$ cat src/rtl/ram_bist_pkg.sv
// ram_bist_pkg: shared FSM state and data pattern selectors for the RAM self-test engine
package ram_bist_pkg;
  typedef enum logic [2:0] {IDLE, WR_REQ, WR_ACK, RD_REQ, RD_ACK, DONE} state_t;
  typedef logic [1:0] mode_t;
  localparam mode_t MODE_ADR  = 2'd0;
  localparam mode_t MODE_NADR = 2'd1;
  localparam mode_t MODE_CHK  = 2'd2;
  localparam mode_t MODE_WALK = 2'd3;
endpackage

$ cat src/rtl/ram_bist_if.sv
// ram_bist_if: pipelined Wishbone bus between the self-test master and the RAM controller
interface ram_bist_if #(parameter int ADR_W = 19, parameter int DAT_W = 16, parameter int SEL_W = DAT_W / 8);
  logic cyc_o;
  logic stb_o;
  logic we_o;
  logic [SEL_W-1:0] sel_o;
  logic [ADR_W-1:0] adr_o;
  logic [DAT_W-1:0] dat_o;
  logic [DAT_W-1:0] dat_i;
  logic ack_i;
  logic stall_i;
  modport master(output cyc_o, stb_o, we_o, sel_o, adr_o, dat_o, input dat_i, ack_i, stall_i);
  modport slave(input cyc_o, stb_o, we_o, sel_o, adr_o, dat_o, output dat_i, ack_i, stall_i);
endinterface

$ cat src/rtl/ram_bist_pattern.sv
// ram_bist_pattern: test data word for a given pattern mode and word address
module ram_bist_pattern import ram_bist_pkg::*; #(
  parameter int ADR_W = 19,
  parameter int DAT_W = 16
) (
  input  mode_t            mode,
  input  logic [ADR_W-1:0] adr,
  output logic [DAT_W-1:0] pat
);
  logic [ADR_W+DAT_W-1:0] wide;
  logic [DAT_W-1:0] lin;
  logic [DAT_W-1:0] chk;
  logic [DAT_W-1:0] walk;
  // widen first so the address is zero-extended or truncated for any ADR_W/DAT_W ratio
  assign wide = {{DAT_W{1'b0}}, adr};
  assign lin  = wide[DAT_W-1:0];
  assign chk  = adr[1] ? {(DAT_W/8){8'h55}} : {(DAT_W/8){8'hAA}};
  assign walk = DAT_W'(1) << (32'(adr) % 32'(DAT_W));
  assign pat  = mode == MODE_ADR ? lin : mode == MODE_NADR ? ~lin : mode == MODE_CHK ? chk : walk;
endmodule

$ cat src/rtl/ram_bist.sv
// ram_bist: Wishbone-master SRAM self test, one write pass then one read-and-compare pass
module ram_bist import ram_bist_pkg::*; #(
  parameter int ADR_W   = 19,
  parameter int DAT_W   = 16,
  parameter int SEL_W   = DAT_W / 8,
  parameter int ERR_W   = 16,
  parameter int TIMEOUT = 255
) (
  input  logic             clk_i,
  input  logic             reset_i,
  input  logic             start_i,
  input  mode_t            mode_i,
  output logic             busy_o,
  output logic             done_o,
  output logic             pass_o,
  output logic             timeout_o,
  output logic [ERR_W-1:0] err_count_o,
  output logic [ADR_W-1:0] fail_adr_o,
  output logic [DAT_W-1:0] fail_exp_o,
  output logic [DAT_W-1:0] fail_got_o,
  ram_bist_if.master       wb
);
  localparam int TW = $clog2(TIMEOUT + 1);
  state_t state;
  mode_t mode;
  logic [TW-1:0] tcnt;
  logic [DAT_W-1:0] pat;
  ram_bist_pattern #(.ADR_W(ADR_W), .DAT_W(DAT_W)) u_pat (.mode(mode), .adr(wb.adr_o), .pat(pat));
  assign wb.sel_o = {SEL_W{wb.cyc_o}};
  assign wb.dat_o = wb.cyc_o ? pat : '0;
  assign pass_o = done_o && !timeout_o && err_count_o == '0;
  always_ff @(posedge clk_i)
    if (reset_i) begin
      state <= IDLE;
      mode <= MODE_ADR;
      tcnt <= '0;
      busy_o <= 1'b0;
      done_o <= 1'b0;
      timeout_o <= 1'b0;
      err_count_o <= '0;
      fail_adr_o <= '0;
      fail_exp_o <= '0;
      fail_got_o <= '0;
      wb.cyc_o <= 1'b0;
      wb.stb_o <= 1'b0;
      wb.we_o <= 1'b0;
      wb.adr_o <= '0;
    end else
      case (state)
        IDLE, DONE:
          if (start_i) begin
            mode <= mode_i;
            err_count_o <= '0;
            fail_adr_o <= '0;
            fail_exp_o <= '0;
            fail_got_o <= '0;
            timeout_o <= 1'b0;
            busy_o <= 1'b1;
            done_o <= 1'b0;
            wb.adr_o <= '0;
            wb.cyc_o <= 1'b1;
            wb.stb_o <= 1'b1;
            wb.we_o <= 1'b1;
            state <= WR_REQ;
          end
        WR_REQ, RD_REQ:
          if (!wb.stall_i) begin
            wb.stb_o <= 1'b0;
            tcnt <= '0;
            state <= state == WR_REQ ? WR_ACK : RD_ACK;
          end
        WR_ACK, RD_ACK:
          if (wb.ack_i) begin
            if (state == RD_ACK && wb.dat_i != pat) begin
              if (err_count_o != '1) err_count_o <= err_count_o + 1'b1;
              // a zero count means this is the first mismatch of the run
              if (err_count_o == '0) begin
                fail_adr_o <= wb.adr_o;
                fail_exp_o <= pat;
                fail_got_o <= wb.dat_i;
              end
            end
            if (wb.adr_o != '1) begin
              wb.adr_o <= wb.adr_o + 1'b1;
              wb.stb_o <= 1'b1;
              state <= state == WR_ACK ? WR_REQ : RD_REQ;
            end else if (state == WR_ACK) begin
              wb.adr_o <= '0;
              wb.stb_o <= 1'b1;
              wb.we_o <= 1'b0;
              state <= RD_REQ;
            end else begin
              wb.cyc_o <= 1'b0;
              busy_o <= 1'b0;
              done_o <= 1'b1;
              state <= DONE;
            end
          end else if (tcnt == TW'(TIMEOUT - 1)) begin
            wb.cyc_o <= 1'b0;
            wb.we_o <= 1'b0;
            busy_o <= 1'b0;
            done_o <= 1'b1;
            timeout_o <= 1'b1;
            state <= DONE;
          end else tcnt <= tcnt + 1'b1;
        default: state <= IDLE;
      endcase
endmodule

$ cat src/flat_wrapper.sv
// flat-port wrapper written by rule: the top's interface ports become plain ports
module ram_bist_flat import ram_bist_pkg::*;
#(
  parameter int ADR_W   = 19,
  parameter int DAT_W   = 16,
  parameter int SEL_W   = DAT_W / 8,
  parameter int ERR_W   = 16,
  parameter int TIMEOUT = 255
)
  (clk_i, reset_i, start_i, mode_i, busy_o, done_o, pass_o, timeout_o, err_count_o, fail_adr_o, fail_exp_o, fail_got_o, wb_cyc_o, wb_stb_o, wb_we_o, wb_sel_o, wb_adr_o, wb_dat_o, wb_dat_i, wb_ack_i, wb_stall_i);
  ram_bist_if #(.ADR_W(ADR_W), .DAT_W(DAT_W), .SEL_W(SEL_W)) wb_i ();
  input  logic clk_i;
  input  logic reset_i;
  input  logic start_i;
  input  mode_t mode_i;
  output logic busy_o;
  output logic done_o;
  output logic pass_o;
  output logic timeout_o;
  output logic [ERR_W-1:0] err_count_o;
  output logic [ADR_W-1:0] fail_adr_o;
  output logic [DAT_W-1:0] fail_exp_o;
  output logic [DAT_W-1:0] fail_got_o;
  output wire logic [$bits(wb_i.cyc_o)-1:0] wb_cyc_o;
  output wire logic [$bits(wb_i.stb_o)-1:0] wb_stb_o;
  output wire logic [$bits(wb_i.we_o)-1:0] wb_we_o;
  output wire logic [$bits(wb_i.sel_o)-1:0] wb_sel_o;
  output wire logic [$bits(wb_i.adr_o)-1:0] wb_adr_o;
  output wire logic [$bits(wb_i.dat_o)-1:0] wb_dat_o;
  input wire logic [$bits(wb_i.dat_i)-1:0] wb_dat_i;
  input wire logic [$bits(wb_i.ack_i)-1:0] wb_ack_i;
  input wire logic [$bits(wb_i.stall_i)-1:0] wb_stall_i;
  assign wb_cyc_o = wb_i.cyc_o;
  assign wb_stb_o = wb_i.stb_o;
  assign wb_we_o = wb_i.we_o;
  assign wb_sel_o = wb_i.sel_o;
  assign wb_adr_o = wb_i.adr_o;
  assign wb_dat_o = wb_i.dat_o;
  assign wb_i.dat_i = wb_dat_i;
  assign wb_i.ack_i = wb_ack_i;
  assign wb_i.stall_i = wb_stall_i;
  ram_bist #(.ADR_W(ADR_W), .DAT_W(DAT_W), .SEL_W(SEL_W), .ERR_W(ERR_W), .TIMEOUT(TIMEOUT)) u_core (.clk_i(clk_i), .reset_i(reset_i), .start_i(start_i), .mode_i(mode_i), .busy_o(busy_o), .done_o(done_o), .pass_o(pass_o), .timeout_o(timeout_o), .err_count_o(err_count_o), .fail_adr_o(fail_adr_o), .fail_exp_o(fail_exp_o), .fail_got_o(fail_got_o), .wb(wb_i));
endmodule
$ cat config.mk
export PLATFORM = sky130hd
export DESIGN_NAME = ram_bist_flat
export DESIGN_NICKNAME = d
export VERILOG_FILES = /design/src/rtl/ram_bist_pkg.sv /design/src/rtl/ram_bist_if.sv /design/src/rtl/ram_bist_pattern.sv /design/src/rtl/ram_bist.sv /design/src/flat_wrapper.sv
export SDC_FILE = /design/constraint.sdc
export NUM_CORES = 1
export LEC_CHECK = 0
export CAP_MARGIN = 30
export CORE_MARGIN = 2
export CORE_UTILIZATION = 40
export CTS_CLUSTER_DIAMETER = 150
export DETAILED_ROUTE_END_ITERATION = 7
export GPL_TIMING_DRIVEN = 0
export PLACE_DENSITY_LB_ADDON = 0.12
export SKIP_CTS_REPAIR_TIMING = 1
export SKIP_LAST_GASP = 1
export SLEW_MARGIN = 40
export SYNTH_ARGS = -nofsm -noshare
export SYNTH_HDL_FRONTEND = slang
export SYNTH_SLANG_ARGS = --single-unit
$ cat constraint.sdc
create_clock -name clk_i -period 5.16 [get_ports clk_i]
set_input_delay 1.032 -clock clk_i [delete_from_list [all_inputs] [get_ports clk_i]]
set_output_delay 1.032 -clock clk_i [all_outputs]
set_load 0.05 [all_outputs]
==> results of run 1 <==
==> layer usage <==
layer,GRT usage (%),wire [µm],vias up,part of all wire [%]
met3,5.58,1460,23,7.5
met4,7.74,301,0,1.5
li1,-,-,2917,-
met5,0,0,-,0
met2,40.4,9000,220,46
met1,33.7,8810,2857,45
==> worst paths after layout <==
path,end,depth (start not counted),slack [ns],from
hold / removal,u_core.fail_got_o[10]$_SDFFE_PP0P_,2,0.46,u_core.fail_got_o[10]$_SDFFE_PP0P_
hold reg to reg,u_core.fail_got_o[10]$_SDFFE_PP0P_,2,0.46,u_core.fail_got_o[10]$_SDFFE_PP0P_
setup reg to reg,u_core.fail_exp_o[11]$_SDFFE_PP0P_,12,1.38,u_core.wb.adr_o[2]$_SDFFE_PP0P_
setup / recovery,wb_dat_o[11],7,0.94,u_core.wb.adr_o[2]$_SDFFE_PP0P_
==> cell families (layout without fill, tap and decap cells) <==
group | count (synthesis) | after routing | synth area share [%]
xor gates and xnor gates | 33 | 33 | 5.09
adders and majority gates | 11 | 11 | 2.43
DFF | 104 | 104 | 36.7
and+or+nand+nor | 340 | 340 | 30.9
AOI/OAI and AO/OA | 171 | 171 | 18.5
buffers and inverters | 71 | 219 | 6.26
muxes | 1 | 1 | 0.198
==> power breakdown <==
part | switching, mW | internal, mW | leakage, nW | total (mW)
Clock | 0.356 | 0.344 | 0.147 | 0.700
Combinational | 1.14 | 0.506 | 1.52 | 1.64
Sequential | 0.0532 | 0.860 | 0.840 | 0.914
Total | 1.55 | 1.71 | 2.50 | 3.26
==> layout by cell type, fill, tap and decap left out, types with 6 or more instances in the layout <==
cell type / count
inv_1: 13
nor2b_1: 13
clkbuf_1: 35
xor2_1: 18
nand3_1: 15
and3_1: 12
a31oi_1: 7
dfxtp_1: 104
or3_1: 27
buf_2: 7
nand2_1: 86
a21oi_1: 88
xnor2_1: 15
nor4_1: 8
buf_4: 7
clkbuf_16: 9
buf_6: 7
or4_1: 6
nand4_1: 46
nor2_1: 74
a211oi_1: 7
o21ai_0: 32
nand2b_1: 8
nor3_1: 16
ha_1: 11
clkdlybuf4s50_1: 132
==> layout make-up <==
class	instances	area share (%)
multi-input combinational	556	43.1
sequential	104	27.7
timing repair buffer	132	17.6
buffer	57	4.03
clock buffer	9	2.99
tap	180	2.99
clock inverter	7	0.932
inverter	14	0.699
==> worst register-to-register path, stage by stage (launching register included) <==
cell,delay (ns)
dfxtp_1,0.47
clkbuf_1,0.36
inv_1,0.22
ha_1,0.30
and3_1,0.20
o211ai_1,0.46
xnor2_1,0.16
a211oi_1,0.38
nand4b_1,0.16
o21ai_2,0.36
clkbuf_1,0.34
or3_1,0.18
a21oi_1,0.07
==> stage by stage <==
stage	power [mW]	util (%)	hold slack, ns	setup slack, ns	instance area [µm²]
after detailed placement	2.56	52.1	0.444	1.36	7230
after global routing	3.41	54.2	0.471	0.848	7520
after CTS	3.25	54.2	0.457	0.978	7520
after floorplan	2.05	-	0.472	1.83	5670
after global placement	2.53	52.0	0.439	1.33	7220
final	3.26	54.2	0.455	0.943	7520
==> registers in the layout (all words and copies together) (netlist names) <==
signal              flops
u_core.wb.stb_o         1
u_core.tcnt             8
u_core.err_count_o     16
u_core.busy_o           1
u_core.fail_adr_o      19
u_core.wb.adr_o        19
u_core.state            3
u_core.timeout_o        1
u_core.done_o           1
u_core.mode             2
u_core.wb.we_o          1
u_core.fail_got_o      16
u_core.fail_exp_o      16
==> metrics.csv, run 1 <==
stage,metric,value,unit
logic_synthesis,"Net Count, Synth",765,
grt,gr ovfl total,0,
drt,antenna-violating nets left,0,
logic_synthesis,Synth cell types,57,
drt,Total Routed Length,19.6,mm
drt,Vias,6017,
drt,via-per-instance ratio,5.68,
sta,Setup-failing EPs final,0,
grt,vias in the first global route,5406,
pwr,Pwr per Cell Area,433,nW/µm²
die,Initial Util,40.9,%
logic_synthesis,Synth Register Bits,104,
logic_synthesis,Post-synth EDFFs,0,
logic_synthesis,Mapped Cells,731,
worst_setup_path,"Critical Path, Cell by Cell",clkbuf_1 > inv_1 > ha_1 > and3_1 > o211ai_1 > nor2_1 > clkdlybuf4s50_1,
sta,setup TNS,0,ns
flow_run,Max-Cap Viols,0,
placed_design,DP Cell Count,1043,
layout,nets,908,
drt,DRT Pass-1 Iters,7,
clock_network,Num CTS Buffers,9,
worst_setup_path,"delay-heaviest family, CP",buffers and inverters,
logic_synthesis,Post-synth top cells,"104 x dfxtp_1, 88 x a21oi_1, 86 x nand2_1",
clock_network,clock buffer depth,2,
run_status,outcome,finished clean,
logic_synthesis,mapped cell area,5670,µm²
die,die width,123,µm
worst_setup_path,"slowest stage delay, CP",0.73,ns
sta,Fmax achieved,0.237,GHz
layout,fillers,1335,
logic_synthesis,ys flop type,dfxtp_1,
die,DIE HEIGHT,123,µm
clock_network,Sink Count,104,
sta,Final period util,81.7,%
worst_setup_path,Crit path arrival time,3.18,ns
placed_design,GPL Wtd Cong,0.938,
sta,slew margin rel.,42.0,%
drt,Starting DRT DRC Count,504,
layout,final cell count without fillers,1059,
clock_network,clock-pin transition on the worst setup and hold timing paths,0.08,ns
layout,register cell area after layout,2080,µm²
grt,initial antenna violation count,0,
logic_synthesis,top-area cell type share of the netlist area,36.7,%
drt,DR WL/cell,18.5,µm
sta,Final Skew,0.00828,ns
layout,Syn-to-layout area delta,32.6,%
logic_synthesis,most numerous cell in the Yosys netlist,dfxtp_1,
clock_network,H-tree levels,3,
placed_design,hpwl dp,14.7,mm
logic_synthesis,"top cells by area, synth","dfxtp_1 37%, a21oi_1 7.8%, nand2_1 5.7%",
layout,number of diodes,0,
pwr,Leak,2.50,nW
sta,Fin. Hold Viols,0,
placed_design,port buffer count,132,
grt,GRT Resource Usage Total,25.2,%
worst_setup_path,CP Buf/Inv Count,3,
layout,area taken by multi-input logic gates,3240,µm²
clock_network,worst skew pair latency,0.36,ns
die,core area,13900,µm²
worst_setup_path,Worst Setup End Kind,primary output,
worst_setup_path,required time of the critical path,4.13,ns
die,Rows,43,
worst_setup_path,CP max stage cell,clkdlybuf4s50_1,
sta,RSZ-0062 raised after global routing,no,
layout,fraction of layout cells with a size suffix above 1,5.46,%
logic_synthesis,Avg Synthesized Cell Area,7.76,µm²
sta,Max Slew Vio Count,0,
grt,first-pass GRT wire length,29.3,mm
logic_synthesis,ys async rst share,0,%
die,die area,15200,µm²
worst_setup_path,startpoint types,register,
logic_synthesis,"area leader, netlist",dfxtp_1,
sta,Worst Max-Slew Pin Slew,0.868,ns
logic_synthesis,YS warnings,0,
pwr,peak supply drop,0.180,mV
drt,DRC Markers,0,
worst_setup_path,crit-path max FO,10,
clock_network,CTS tree,yes,
worst_setup_path,Setup CP Type,register to primary output,
logic_synthesis,sequential area share after synthesis,36.7,%
sta,min Tclk post-route,4.22,ns
grt,maximum number of pins on one net before global-route repair,21,
min_path,Hold Crit Class,register to register,
die,Ports,134,
clock_network,CTS root buf,clkbuf_16,
Power figures use the tool's default switching activity.
==> inputs of run 2 (changes only) <==
clock period = 3.48 ns   (was 5.16 ns; I/O delays follow)
==> run 2 against run 1 <==
  * Via count increased by 1.4%
  * Critical endpoint is now wb_dat_o[6]
  * Core utilization increased by 0.78 points
  * Design area increased by 1.4%
  * Worst hold slack about the same
==> metrics.csv, run 2 (synthesis results as in run 1) <==
stage,metric,value,unit,change
layout,Largest regs,"u_core.fail_adr_o (19), u_core.wb.adr_o (19)",,unchanged
grt,gr ovfl total,0,,unchanged
sta,RSZ-0062 raised after global routing,yes,,was no
sta,min Tclk post-route,3.42,ns,
clock_network,CTS tree,yes,,unchanged
sta,WHS,0.455,ns,about the same
pwr,peak supply drop,0.268,mV,was 0.180 mV
worst_setup_path,"Critical Path, Cell by Cell",buf_4 > buf_4 > nor2b_1 > o32ai_1 > nor2_1 > clkdlybuf4s50_1,,was clkbuf_1 > inv_1 > ha_1 > and3_1 > o211ai_1 > nor2_1 > clkdlybuf4s50_1
drt,DRT Pass-1 Iters,5,,was 7
pwr,sw frac,47.3,%,was 47.5%
worst_setup_path,"delay-heaviest family, CP",buffers and inverters,,unchanged
pwr,internal power,2.59,mW,was 1.71 mW
drt,Vias,6099,,"was 6,017"
worst_setup_path,Worst Setup End Kind,primary output,,unchanged
die,Rows,43,,unchanged
pwr,combinational fraction of design power,51.2,%,was 50.5%
flow_run,Max-Cap Viols,0,,unchanged
worst_setup_path,CP Buf/Inv Count,3,,unchanged
die,die width,123,µm,unchanged
pwr,Power Total,4.92,mW,was 3.26 mW
worst_setup_path,"slowest stage delay, CP",0.74,ns,was 0.73 ns
clock_network,CTS root buf,clkbuf_16,,unchanged
pwr,Leak,2.65,nW,was 2.50 nW
pwr,Clock power frac,21.1,%,was 21.5%
drt,DRC Markers,0,,unchanged
clock_network,Num CTS Buffers,9,,unchanged
drt,DR WL/cell,18.6,µm,was 18.5 µm
grt,initial antenna violation count,0,,unchanged
worst_setup_path,CP max stage cell,clkdlybuf4s50_1,,unchanged
die,Ports,134,,unchanged
sta,Fmax achieved,0.292,GHz,
sta,Setup-failing EPs final,0,,unchanged
pwr,Pwr per Cell Area,644,nW/µm²,was 433 nW/µm²
drt,Starting DRT DRC Count,495,,was 504
worst_setup_path,crit-path max FO,10,,unchanged
clock_network,worst skew pair latency,0.36,ns,about the same
sta,slew margin rel.,49.1,%,was 42.0%
placed_design,hpwl dp,14.7,mm,unchanged
worst_setup_path,flop-to-flop setup slack,0.17,ns,was 1.38 ns
grt,GRT Resource Usage Total,25.2,%,unchanged
die,core area,13900,µm²,unchanged
grt,vias in the first global route,5406,,unchanged
sta,Max Slew Vio Count,0,,unchanged
layout,"most common cell after layout, fill and taps aside",clkdlybuf4s50_1,,unchanged
layout,Syn-to-layout area delta,34.5,%,was 32.6%
sta,Final Skew,0.0122,ns,was 0.00828 ns
layout,most frequent cells in the layout,"126 x clkdlybuf4s50_1, 102 x dfxtp_1, 88 x a21oi_1, 86 x nand2_1, 74 x nor2_1",,"was 132 x clkdlybuf4s50_1, 104 x dfxtp_1, 88 x a21oi_1, 86 x nand2_1, 74 x nor2_1"
placed_design,port buffer count,132,,unchanged
clock_network,H-tree levels,3,,unchanged
sta,Fin. Hold Viols,0,,unchanged
drt,via-per-instance ratio,5.74,,was 5.68
layout,number of diodes,0,,unchanged
worst_setup_path,startpoint types,register,,unchanged
worst_setup_path,Setup CP Type,register to primary output,,unchanged
run_status,outcome,finished clean,,unchanged
worst_setup_path,required time of the critical path,2.78,ns,was 4.13 ns
grt,first-pass GRT wire length,29.3,mm,unchanged
clock_network,clock buffer depth,2,,unchanged
pwr,Psw,2.33,mW,was 1.55 mW
sta,Final period util,98.4,%,
placed_design,GPL Wtd Cong,0.938,,unchanged
grt,maximum number of pins on one net before global-route repair,21,,unchanged
worst_setup_path,Crit path arrival time,2.73,ns,was 3.18 ns
die,DIE HEIGHT,123,µm,unchanged
layout,fraction of layout cells with a size suffix above 1,7.36,%,was 5.46%
die,die area,15200,µm²,unchanged
clock_network,Sink Count,104,,unchanged
worst_setup_path,Critical Path Most Common Cell,buf_4,,
clock_network,clock-pin transition on the worst setup and hold timing paths,0.08,ns,about the same
die,Initial Util,40.9,%,unchanged
drt,Total Routed Length,19.8,mm,was 19.6 mm
layout,nets,912,,was 908
sta,Worst Max-Slew Pin Slew,0.755,ns,was 0.868 ns
min_path,Hold Crit Class,register to register,,unchanged
drt,antenna-violating nets left,0,,unchanged
pwr,sequential power share,27.7,%,was 28.0%
==> run 2: cell count changes in the layout (fill, tap and decap cells not counted), moves of 3 or more <==
cell,change
dlymetal6s2s_1,+6
clkbuf_1,-4
buf_4,+4
clkbuf_2,+3
clkdlybuf4s50_1,-6
==> run 2: final cells by class <==
type                    count  area [µm²]
inverters                  14        52.6
plain buffers              57         308
well taps                 180         225
repair buffers            136        1370
multi-input cells         556        3300
fillers                  1323        6250
flip-flops and latches    104        2080
clock buffers               9         225
clock inverters             7        70.1
==> run 2: stage by stage <==
stage	setup slack, ns	utilization (%)	TNS (ns)	cell area (µm²)	std cells
global route	-0.00962	55.0	-0.00962	7630	1063
finish	0.0566	55.0	0	7630	1063
CTS	-0.366	54.2	-12.04	7520	1059
floorplan	0.242	-	0	5670	731
global placement	-0.188	52.0	-8.94	7220	1043
detailed placement	-0.217	52.1	-9.45	7230	1043
==> run 2: power groups by stage <==
| stage | clock network [mW] | logic [mW] | registers [mW] |
|---|---|---|---|
| finish | 1.04 | 2.52 | 1.36 |
| global placement | 0 | 2.38 | 1.38 |
| detailed placement | 0 | 2.41 | 1.38 |
| CTS | 1.04 | 2.41 | 1.36 |
| global route | 1.09 | 2.68 | 1.37 |
| floorplan | 0 | 1.45 | 1.58 |
==> run 2: metal layers <==
metal	up-vias	global-route usage, %	part of all wire [%]
li1	2927	-	-
met1	2894	33.7	44
met2	252	40.4	46
met3	26	5.58	8.0
met4	0	7.74	1.6
met5	-	0	0
==> run 2: path summary, 6_finish.rpt <==
path,start,endpoint,cells past startpoint
worst min-delay path,u_core.fail_got_o[10]$_SDFFE_PP0P_,u_core.fail_got_o[10]$_SDFFE_PP0P_,2
worst max register to register,u_core.wb.adr_o[2]$_SDFFE_PP0P_,u_core.err_count_o[6]$_SDFFE_PP0P_,11
worst min register to register,u_core.fail_got_o[10]$_SDFFE_PP0P_,u_core.fail_got_o[10]$_SDFFE_PP0P_,2
worst max-delay path,u_core.mode[1]$_SDFFE_PP0P_,wb_dat_o[6],6
==> run 2: worst register-to-register path: cells and delay by family (launching register included) <==
family | cells | cell delay (ns)
fa+ha+maj | 1 | 0.28
simple gates | 3 | 0.85
compound gates | 4 | 0.89
buf+inv | 3 | 0.73
flops | 1 | 0.44
==> inputs of run 3 (changes only) <==
CELL_PAD_IN_SITES_DETAIL_PLACEMENT = 1   (was default)
CELL_PAD_IN_SITES_GLOBAL_PLACEMENT = 2   (was default)
CORE_MARGIN = 4   (was 2)
CORE_UTILIZATION = 26   (was 40)
SLEW_MARGIN = 20   (was 40)
==> run 3 against run 2 <==
  * Critical path depth increased by 1
  * Sequential cell count is the same
  * Die area rose by 60%
  * Critical endpoint is now wb_dat_o[9]
==> metrics.csv, run 3 (synthesis results as in run 1) <==
stage,metric,value,unit,change
run_status,outcome,finished clean,,unchanged
placed_design,DP Cell Count,1138,,"was 1,043"
clock_network,Sink Count,104,,unchanged
worst_setup_path,required time of the critical path,2.78,ns,about the same
pwr,internal power,2.78,mW,was 2.59 mW
drt,Vias,6066,,"was 6,099"
pwr,Clock power frac,21.9,%,was 21.1%
worst_setup_path,crit-path max FO,9,,was 10
layout,Final Util,37.2,%,was 55.0%
pwr,Pwr per Cell Area,659,nW/µm²,was 644 nW/µm²
min_path,worst hold stages,2,,unchanged
pwr,Leak,2.76,nW,was 2.65 nW
worst_setup_path,R2R cell count,12,,was 11
pwr,sw frac,46.5,%,was 47.3%
sta,Fin. Hold Viols,0,,unchanged
pwr,combinational fraction of design power,51.8,%,was 51.2%
sta,Worst Max-Slew Pin Slew,0.775,ns,was 0.755 ns
sta,WHS,0.455,ns,about the same
sta,Final Skew,0.00961,ns,was 0.0122 ns
layout,fraction of layout cells with a size suffix above 1,8.48,%,was 7.36%
min_path,Hold Crit Class,register to register,,unchanged
flow_run,Max-Cap Viols,0,,unchanged
min_path,Hold Crit Endpoint,u_core.fail_exp_o[5]$_SDFFE_PP0P_,,was u_core.fail_got_o[10]$_SDFFE_PP0P_
worst_setup_path,flop-to-flop setup slack,0.13,ns,was 0.17 ns
die,Initial Util,26.7,%,was 40.9%
clock_network,Num CTS Buffers,9,,unchanged
placed_design,hpwl dp,18.5,mm,was 14.7 mm
layout,"most common cell after layout, fill and taps aside",clkdlybuf4s50_1,,unchanged
layout,number of diodes,0,,unchanged
layout,most frequent cells in the layout,"122 x clkdlybuf4s50_1, 102 x dfxtp_1, 86 x a21oi_1, 86 x nand2_1, 74 x nor2_1",,"was 126 x clkdlybuf4s50_1, 102 x dfxtp_1, 88 x a21oi_1, 86 x nand2_1, 74 x nor2_1"
layout,fillers,2543,,"was 1,323"
layout,cell area after layout,7890,µm²,was 7630 µm²
grt,initial antenna violation count,0,,unchanged
sta,RSZ-0062 raised after global routing,yes,,unchanged
layout,Syn-to-layout area delta,39.0,%,was 34.5%
clock_network,H-tree levels,3,,unchanged
placed_design,GPL Wtd Cong,0.843,,was 0.938
drt,DRT Pass-1 Iters,5,,unchanged
die,core area,21200,µm²,"was 13,900 µm²"
die,Rows,53,,was 43
min_path,Hold Startpoint,u_core.fail_exp_o[5]$_SDFFE_PP0P_,,was u_core.fail_got_o[10]$_SDFFE_PP0P_
placed_design,dpl cell area,7340,µm²,was 7230 µm²
worst_setup_path,Crit path arrival time,2.69,ns,was 2.73 ns
drt,Starting DRT DRC Count,261,,was 495
grt,vias in the first global route,6235,,"was 5,406"
layout,Largest regs,"u_core.fail_adr_o (19), u_core.wb.adr_o (19)",,unchanged
grt,GRT Resource Usage Total,19.5,%,was 25.2%
worst_setup_path,Setup CP Type,register to primary output,,unchanged
clock_network,worst skew pair latency,0.36,ns,about the same
grt,maximum number of pins on one net before global-route repair,17,,was 21
clock_network,CTS tree,yes,,unchanged
worst_setup_path,Reg-to-Reg Start,u_core.wb.adr_o[0]$_SDFFE_PP0P_,,was u_core.wb.adr_o[2]$_SDFFE_PP0P_
die,die area,24200,µm²,"was 15,200 µm²"
worst_setup_path,startpoint types,register,,unchanged
sta,Setup-failing EPs final,0,,unchanged
drt,Total Routed Length,23.9,mm,was 19.8 mm
die,DIE HEIGHT,156,µm,was 123 µm
pwr,Psw,2.41,mW,was 2.33 mW
grt,gr ovfl total,0,,unchanged
worst_setup_path,worst r2r dst,u_core.fail_exp_o[2]$_SDFFE_PP0P_,,was u_core.err_count_o[6]$_SDFFE_PP0P_
drt,DRC Markers,0,,unchanged
worst_setup_path,Worst Setup End Kind,primary output,,unchanged
pwr,sequential power share,26.3,%,was 27.7%
clock_network,clock buffer depth,2,,unchanged
die,die width,156,µm,was 123 µm
placed_design,port buffer count,132,,unchanged
grt,first-pass GRT wire length,37.0,mm,was 29.3 mm
drt,DR WL/cell,20.6,µm,was 18.6 µm
sta,min Tclk post-route,3.38,ns,was 3.42 ns
layout,final cell count without fillers,1159,,"was 1,063"
die,Ports,134,,unchanged
drt,via-per-instance ratio,5.23,,was 5.74
clock_network,clock-pin transition on the worst setup and hold timing paths,0.08,ns,about the same
pwr,peak supply drop,0.307,mV,was 0.268 mV
clock_network,CTS root buf,clkbuf_16,,unchanged
sta,Final period util,97.2,%,was 98.4%
drt,antenna-violating nets left,0,,unchanged
sta,Max Slew Vio Count,0,,unchanged
sta,Fmax achieved,0.296,GHz,was 0.292 GHz
layout,nets,913,,was 912
sta,slew margin rel.,47.8,%,was 49.1%
-- run 3: cell types whose count changed in the layout (fill, tap and decap cells not counted), sizes merged --
cell	before	now
inv	19	15
clkinv	2	0
clkbuf	44	48
clkinvlp	0	1
bufinv	0	1
clkdlybuf4s50	126	122
buf	26	27
dlymetal6s2s	6	10
-- run 3: critical path, stage by stage (launching register included) --
cell             delay [ns]
dfxtp_1                0.34
buf_4                  0.18
inv_1                  0.19
ha_2                   0.29
and4b_1                0.25
o32ai_4                0.13
nor2_1                 0.13
clkdlybuf4s50_1        0.82
-- run 3: worst max-delay path by stage --
stage / from / end / slack (ns)
final: u_core.wb.adr_o[1]$_SDFFE_PP0P_ / wb_dat_o[9] / 0.1
after global routing: u_core.wb.adr_o[1]$_SDFFE_PP0P_ / u_core.fail_exp_o[2]$_SDFFE_PP0P_ / -0.05
after CTS: u_core.wb.adr_o[2]$_SDFFE_PP0P_ / u_core.err_count_o[0]$_SDFFE_PP0P_ / -0.39
after detailed placement: u_core.wb.adr_o[0]$_SDFFE_PP0P_ / u_core.err_count_o[0]$_SDFFE_PP0P_ / -0.36
after global placement: u_core.wb.adr_o[2]$_SDFFE_PP0P_ / u_core.fail_exp_o[2]$_SDFFE_PP0P_ / -0.30
after floorplan: u_core.wb.adr_o[2]$_SDFFE_PP0P_ / u_core.err_count_o[13]$_SDFFE_PP0P_ / 0.24
-- run 3: per-stage QoR --
stage / TNS (ns) / power (mW) / setup WS (ns)
4_1_cts: -22.57 / 5.07 / -0.388
5_1_grt: -0.391 / 5.49 / -0.0530
3_3_place_gp: -15.29 / 3.87 / -0.298
3_5_place_dp: -19.13 / 3.92 / -0.361
6_report: 0 / 5.20 / 0.0969
2_1_floorplan: 0 / 3.03 / 0.242
-- run 3: area by class of cell --
cell class                      count  area (µm²)  share of cell area, %
Tap cell                          275         344                   4.36
Sequential cell                   104        2080                   26.4
Clock buffer                       13         280                   3.55
Multi-Input combinational cell    556        3370                   42.7
Clock inverter                      3        46.3                  0.587
Buffer                             57         313                   3.97
Timing Repair Buffer              137        1400                   17.7
Inverter                           14        52.6                  0.666
-- run 3: metal layers --
layer,track usage [%],vias up,routed length [µm]
met1,26.9,2995,11600
li1,-,2915,-
met3,2.80,22,859
met4,5.67,0,400
met5,0,-,0
met2,31.7,134,11000
-- run 3: power by group through the flow --
stage	sequential (mW)	clock (mW)	combinational [mW]
after CTS	1.36	1.17	2.55
after floorplan	1.58	0	1.45
after global routing	1.38	1.21	2.91
after global placement	1.38	0	2.49
after detailed placement	1.39	0	2.53
final	1.37	1.14	2.69
